## src/rtl/bug_probe.sv

```systemverilog
// Debug probe: snapshots a 16-bit probe word once per display frame and serves the digit picked by bugsel.
// Latency: bugsel edge to bugout is 3 mclk cycles; button press to frozen toggle is 2 + (2^DEB_BITS - 1) + 1 cycles.
// No backpressure: the debug board free-runs bugsel, and a frozen snapshot simply ignores frame boundaries.
module bug_probe #(
    parameter int DEB_BITS = 16
) (
    input  logic        mclk,
    input  logic        rst_n,
    input  logic [15:0] probe,
    input  logic [1:0]  bugsel,
    input  logic        freeze_btn,
    output logic [3:0]  bugout,
    output logic        frozen,
    output logic        frame
);

    localparam logic [0:0] LIVE = 1'b0;
    localparam logic [0:0] HELD = 1'b1;

    logic [1:0]          sel_m_q, sel_m_d;
    logic [1:0]          sel_s_q, sel_s_d;
    logic [1:0]          sel_p_q, sel_p_d;
    logic                btn_m_q, btn_m_d;
    logic                btn_s_q, btn_s_d;
    logic                stable_q, stable_d;
    logic [DEB_BITS-1:0] dcnt_q, dcnt_d;
    logic [0:0]          state_q, state_d;
    logic [15:0]         snap_q, snap_d;
    logic                frame_q, frame_d;
    logic [3:0]          bugout_q, bugout_d;

    logic                bound;
    logic                press;
    logic                load;
    logic [15:0]         nxt;

    // Synchronizers for the asynchronous board select and the raw button.
    always_comb begin
        sel_m_d = bugsel;
        sel_s_d = sel_m_q;
        sel_p_d = sel_s_q;
        btn_m_d = freeze_btn;
        btn_s_d = btn_m_q;
    end

    // Any nonzero-to-00 step of the synchronized select starts a new frame.
    always_comb begin
        bound = (sel_s_q == 2'b00) && (sel_p_q != 2'b00);
    end

    // Debounce: the level must differ from stable for a full count before it is accepted.
    always_comb begin
        stable_d = stable_q;
        dcnt_d   = dcnt_q;
        press    = 1'b0;
        if (btn_s_q == stable_q) begin
            dcnt_d = '0;
        end else if (&dcnt_q) begin
            stable_d = btn_s_q;
            dcnt_d   = '0;
            press    = btn_s_q;
        end else begin
            dcnt_d = dcnt_q + DEB_BITS'(1);
        end
    end

    always_comb begin
        state_d = state_q;
        case (state_q)
            LIVE:    if (press) state_d = HELD;
            HELD:    if (press) state_d = LIVE;
            default: state_d = LIVE;
        endcase
    end

    // The load decision uses the pre-press state, so a press on a boundary still takes one last snapshot.
    always_comb begin
        load    = bound && (state_q == LIVE);
        snap_d  = load ? probe : snap_q;
        frame_d = load;
        nxt     = load ? probe : snap_q;
        case (sel_s_q)
            2'd0:    bugout_d = nxt[3:0];
            2'd1:    bugout_d = nxt[7:4];
            2'd2:    bugout_d = nxt[11:8];
            default: bugout_d = nxt[15:12];
        endcase
    end

    always_ff @(posedge mclk or negedge rst_n) begin
        if (!rst_n) begin
            sel_m_q  <= 2'b00;
            sel_s_q  <= 2'b00;
            sel_p_q  <= 2'b00;
            btn_m_q  <= 1'b0;
            btn_s_q  <= 1'b0;
            stable_q <= 1'b0;
            dcnt_q   <= '0;
            state_q  <= LIVE;
            snap_q   <= 16'h0000;
            frame_q  <= 1'b0;
            bugout_q <= 4'h0;
        end else begin
            sel_m_q  <= sel_m_d;
            sel_s_q  <= sel_s_d;
            sel_p_q  <= sel_p_d;
            btn_m_q  <= btn_m_d;
            btn_s_q  <= btn_s_d;
            stable_q <= stable_d;
            dcnt_q   <= dcnt_d;
            state_q  <= state_d;
            snap_q   <= snap_d;
            frame_q  <= frame_d;
            bugout_q <= bugout_d;
        end
    end

    assign bugout = bugout_q;
    assign frozen = (state_q == HELD);
    assign frame  = frame_q;

endmodule

```

## config.mk

```make
export PLATFORM = sky130hd
export DESIGN_NAME = bug_probe
export DESIGN_NICKNAME = d
export VERILOG_FILES = /design/src/rtl/bug_probe.sv
export SDC_FILE = /design/constraint.sdc
export NUM_CORES = 1
export LEC_CHECK = 0
export ABC_CLOCK_PERIOD_IN_PS = 2500
export BUFFER_PORTS_ARGS = -buffer_cell sky130_fd_sc_hd__buf_4
export CORE_MARGIN = 1
export CORE_UTILIZATION = 55
export DETAILED_ROUTE_END_ITERATION = 7
export HOLD_SLACK_MARGIN = 0.1
export PLACE_DENSITY_LB_ADDON = 0.08
export SYNTH_ARGS = -nofsm -noshare
export SYNTH_HDL_FRONTEND = slang
export SYNTH_SLANG_ARGS = --single-unit
```

## constraint.sdc

```tcl
create_clock -name mclk -period 2.5 [get_ports mclk]
set_input_delay 0.375 -clock mclk [delete_from_list [all_inputs] [get_ports mclk]]
set_output_delay 0.375 -clock mclk [all_outputs]
set_load 0.03 [all_outputs]
```

# Word-level counts from Yosys, hierarchy flattened
# Cells that the tools add are included.
[word_totals] ff_bits=47 latchBits=0 ram_bits=0 rom_bits=0 inputBits=21 output_inout_bits=6 word_cells=32 memories=0
[classes] add_sub_neg=1 multipliers=0 div=0 n_lt_le_gt_ge=0 n_eq_ne=3 shifts=0 mux=9 bitwise_logic=2 n_reduce_logical=6
[ops] op="2-to-1 mux 16 bit" count=3
[ops] op="AND reduction 17 bit" count=1
[ops] op="adder 16 x 1 -> 16 bit (second input constant)" count=1
[ops] op="AND reduction 16 bit" count=1
[ops] op="case mux 4 bit (3 select lines)" count=1
[ops] op="2-to-1 mux 1 bit" count=4
[ops] op="equality test 2 x 1 -> 1 bit (second input constant)" count=1
[ops] op="equality test 2 bit (second input constant)" count=1
[ops] op="logical AND 1 bit" count=2
[ops] op="logical NOT 2 bit" count=1
[ops] op="inverter 1 bit" count=2
[ops] op="case mux 1 bit (2 select lines)" count=1
[ops] op="nonzero test 2 bit" count=1
[ops] op="equality test 1 bit" count=1

# Longest topological paths before layout
[logic_depth] word_depth=5 depth_mapped=6 depth_no_buf=5

# Worst setup path after synthesis
# No wires, ideal clock.
[synth_path] kind="register to register" startpoint="register sel_s_q[0] (netlist: sel_p_d[0])" endpoint="register bugout_q[0] (netlist: bugout[0])" setup_ns=0.138 arrival_ns=1.771 required_ns=2.362 path_slack_ns=0.590 stages_incl_launch_ff=6 path_buffers=1 period_less_slack_ns=1.910 cell_sequence="dfrtp_1 > clkbuf_1 > nor3_1 > o21ai_1 > mux2_2 > mux4_2"
[synth_between] elab_chain_len=5 word_cells_on_any_way=7 cone_classes="2 x eq/ne; 2 x mux; 3 x reduce/logical"
[synth_lines] element="start: declaration" line_no="21" rtl="logic [1:0] sel_s_q, sel_s_d;"
[synth_lines] element="start signal: assignment" line_no="105" rtl="sel_s_q <= sel_s_d;"
[synth_lines] element="logical NOT 2 bit" line_no="48" rtl="bound = (sel_s_q == 2'b00) && (sel_p_q != 2'b00);"
[synth_lines] element="logical AND 1 bit" line_no="48"
[synth_lines] element="logical AND 1 bit" line_no="78" rtl="load = bound && (state_q == LIVE);"
[synth_lines] element="2-to-1 mux 16 bit" line_no="81" rtl="nxt = load ? probe : snap_q;"
[synth_lines] element="via nxt[0]" line_no="35" rtl="logic [15:0] nxt;"
[synth_lines] element="case mux 4 bit (3 select lines)" line_no="82" rtl="case (sel_s_q)"
[synth_lines] element="via bugout_d[0]" line_no="30" rtl="logic [3:0] bugout_q, bugout_d;"
[synth_lines] element="end signal: assignment" line_no="114" rtl="bugout_q <= bugout_d;"
[synth_lines] element="end: declaration" line_no="30"
# The timed path passes the listed nets, and every way through them passes these cells.
# A chain may end at the register's enable or synchronous reset.

# Final worst setup path
[layout_path] startpoint="register dcnt_q[0]" endpoint="register dcnt_q[3]"
[layout_between] elab_chain_len=3 word_cells_on_any_way=4 cone_classes="1 x add/sub; 2 x mux; 1 x reduce/logical"
[layout_lines] element="start: declaration" line_no="26" rtl="logic [DEB_BITS-1:0] dcnt_q, dcnt_d;"
[layout_lines] element="start signal: assignment" line_no="110" rtl="dcnt_q <= dcnt_d;"
[layout_lines] element="adder 16 x 1 -> 16 bit / AND reduction 16 bit (equally long branches)" line_no="63, 58"
[layout_lines] element="2-to-1 mux 16 bit *" line_no="58" rtl="end else if (&dcnt_q) begin"
[layout_lines] element="2-to-1 mux 16 bit *" line_no="56" rtl="if (btn_s_q == stable_q) begin"
[layout_lines] element="via dcnt_d[3]" line_no="26"
# The timed path passes the listed nets; every way through them passes the cells marked *.

==> impl_metrics.py <==
metrics = {
    "placement": {
        "placedInstanceArea_um2": 2150,
        "hpwl_mm": 2.14,
        "port_buffers": 26,
        "gp_congestion": 0.785,
        "dp.cells": 211,
    },
    "logic_synthesis": {
        "ys_ff_latch": 47,
        "synth_xor_area_frac": 0.0647,
        "syn_inst": 142,
        "synth_area_um2": 1900,
        "synth_top_family_by_area": "multiplexers",
        "avgSynthCellArea_um2": 13.3,
        "synthArstFlopShare": 1.00,
        "muxShareOfSynthArea": 0.150,
        "yosysWarnings": 0,
        "synth_fa_ha_area_frac": 0.00660,
        "synth_nets": 164,
        "synth_ff_type": "dfrtp_1",
        "yosysUniqueCellTypes": 25,
        "synth_compound_area_frac": 0.0172,
        "synth_edf_count": 0,
        "synthSimpleGateAreaFrac": 0.125,
        "synth-seq-area-share": 0.620,
    },
    "clocking": {
        "insertion_delay_ns": 0.35,
        "cts_made_buffers": 5,
        "cts_sinks": 47,
        "clockBufferDepth": 2,
        "path_clk_slew_ns": 0.13,
        "cts_tree": "done",
        "root_buffer": "clkbuf_4",
        "htree_levels": 2,
    },
    "detailed_routing": {
        "firstDrtPassIters": 4,
        "vias": 1169,
        "drc_errors": 0,
        "drtIter0Drc": 60,
        "ant_nets": 0,
        "via_per_inst": 5.24,
        "wl_per_cell_um": 13.9,
        "wirelength_mm": 3.11,
    },
    "sta": {
        "fin_crit_sh": 0.797,
        "max_clock_freq_ghz": 0.502,
        "drv_slew": 0,
        "tns_ns": 0,
        "final.min_clock_period_ns": 1.99,
        "fin_skew_ns": 0.00699,
        "worst_pin_slew_ns": 0.558,
        "whs_ns": 0.246,
        "rsz0062_at_grt": "false",
        "setup_viol": 0,
        "hold_violations": 0,
        "slew_headroom": 0.628,
    },
    "finish": {
        "final_nets": 200,
        "antennaDiodeCount": 0,
        "instances_no_fill": 223,
        "fill_cells": 240,
        "multi_input_area_um2": 691,
        "area_growth_pct": 18.2,
        "design_area_um2": 2240,
        "seqCellArea_um2": 1180,
        "drive_above_1_share": 0.341,
    },
    "floorplanning": {
        "die_h_um": 60.7,
        "dieArea_um2": 3690,
        "rows": 20,
        "core_um2": 3150,
        "initial_core_util": 0.601,
        "ios": 27,
        "die_w_um": 60.7,
    },
    "run": {
        "cap_violations": 0,
    },
    "pwr": {
        "p_per_area_nw_per_um2": 620,
        "p_leak_nw": 0.966,
        "ir_worst_vdd_v": 0.000439,
        "p_total_mw": 1.39,
    },
    "worst_setup_path": {
        "reg2reg_depth": 6,
        "cp_slowest_cell": "dfrtp_1",
        "crit_cells": 6,
        "crit_arrival_ns": 2.22,
        "cp_cell_sequence": "ha_1 > nand4_1 > nor4_1 > buf_4 > a21o_1 > nor2_1",
        "worst_setup_path_start_kind": "register",
        "cp_num_buf_inv": 1,
        "cpPeakStageDelay_ns": 0.41,
        "required_ns": 2.72,
        "path_delay_family": "simple AND/OR/NAND/NOR gates",
        "critPathMaxFanout": 12,
        "critPathKind": "register to register",
        "crit_path_end_kind": "register",
    },
    "global_route": {
        "grt_pass1_vias": 1097,
        "grt_use_total": 0.196,
        "grt_antenna_before_repair": 0,
        "grt_max_degree": 48,
        "grt_pass1_wl_mm": 4.97,
        "grt_overflow": 0,
    },
    "min_path": {
        "hold_path.class": "input pin to register",
        "min_path_cells": 2,
    },
    "run_status": {
        "status": "completed",
    },
}
[layout make-up]
class                   instances  share of cell area
inverters                       4             0.00670
clock buffers                   5              0.0168
well taps                      44              0.0246
clock inverters                 3             0.00670
flip-flops and latches         47               0.525
multi-input cells              88               0.308
repair buffers                 32               0.112
[final timing paths]
| path | from | end | slack, ns |
|---|---|---|---|
| max reg2reg | dcnt_q[0] | dcnt_q[3] | 0.51 |
| max | dcnt_q[0] | dcnt_q[3] | 0.51 |
| min in group asynchronous | rst_n | dcnt_q[8] | 0.55 |
| min reg2reg | sel_m_q[1] | sel_p_d[1] | 0.36 |
| min | probe[11] | snap_q[11] | 0.25 |
| max in group asynchronous | rst_n | dcnt_q[3] | 1.56 |
[Yosys cell counts (3+ instances only)]
cell / number / area (µm²)
dfrtp_1: 47 / 1180
inv_1: 4 / 15.0
mux2_2: 16 / 180
mux4_2: 4 / 90.1
nand2_1: 6 / 22.5
nand3_1: 4 / 20.0
nand4_1: 4 / 25.0
nor2_1: 17 / 63.8
nor3_1: 3 / 15.0
nor4_1: 5 / 31.3
xnor2_1: 12 / 105
[flip-flops by register name, indices dropped and copies added, names as in the netlist]
signal and count:
dcnt_q 16, btn_m_q 1, btn_s_q 1, sel_p_d 2, frame 1, bugout 4
sel_m_q 2, frozen 1, snap_q 16, sel_p_q 2, stable_q 1
[stage by stage]
| step | utilization | setup slack (ns) |
|---|---|---|
| floorplan | - | 0.590 |
| global placement | 0.681 | 0.611 |
| detailed placement | 0.681 | 0.529 |
| CTS | 0.701 | 0.511 |
| global route | 0.710 | 0.306 |
| finish | 0.710 | 0.509 |
[worst reg2reg max path: stages, from the launching register on]
cell and delay [ns]:
dfrtp_1 0.41, ha_1 0.22, nand4_1 0.27, nor4_1 0.34, buf_4 0.17, a21o_1 0.36
nor2_1 0.11
[routing by layer]
| metal | GRT usage | routed length, µm | part of all wire |
|---|---|---|---|
| met5 | 0 | 0 | 0 |
| met4 | 0.104 | 42 | 0.014 |
| met3 | 0.0661 | 112 | 0.036 |
| met2 | 0.292 | 1560 | 0.50 |
| met1 | 0.256 | 1400 | 0.45 |
[what timing repair did]
item,in CTS,in global routing
hold buffers,1,3
resized for setup,0,0
hold endpoints to repair,47,3
setup buffers,0,0
[cell usage in the layout (no fill, tap or decap), drive strengths merged]
master and n:
dfrtp 47, buf 28, nor2 17, mux2 17, xnor2 12, nand2 6, nand3 6, nor4 5
clkbuf 5, mux4 4, nand4 4, inv 4, dlygate4sd3 4, nor3 3, clkinv 3, o21ai 3
or3 3, a21oi 2, xor2 2, a21o 1, or4 1, nand4b 1, ha 1
[cells by family (layout without fill, tap and decap cells)]
| logic type | after synthesis | after routing |
|---|---|---|
| AND/OR/NAND/NOR | 46 | 46 |
| multiplexers | 21 | 21 |
| AO/OA/AOI/OAI | 6 | 6 |
| buffers and inverters | 7 | 44 |
| adder cells (fa/ha/maj) | 1 | 1 |
| flip-flops | 47 | 47 |
| XOR/XNOR | 14 | 14 |
[where the power goes]
part	total, mW	internal, mW	leakage, nW	switching [mW]
combinational	0.195	0.108	0.343	0.0877
sequential	0.864	0.831	0.588	0.0335
clock	0.329	0.105	0.0347	0.224
No activity file was read; power rests on OpenSTA's default activity.
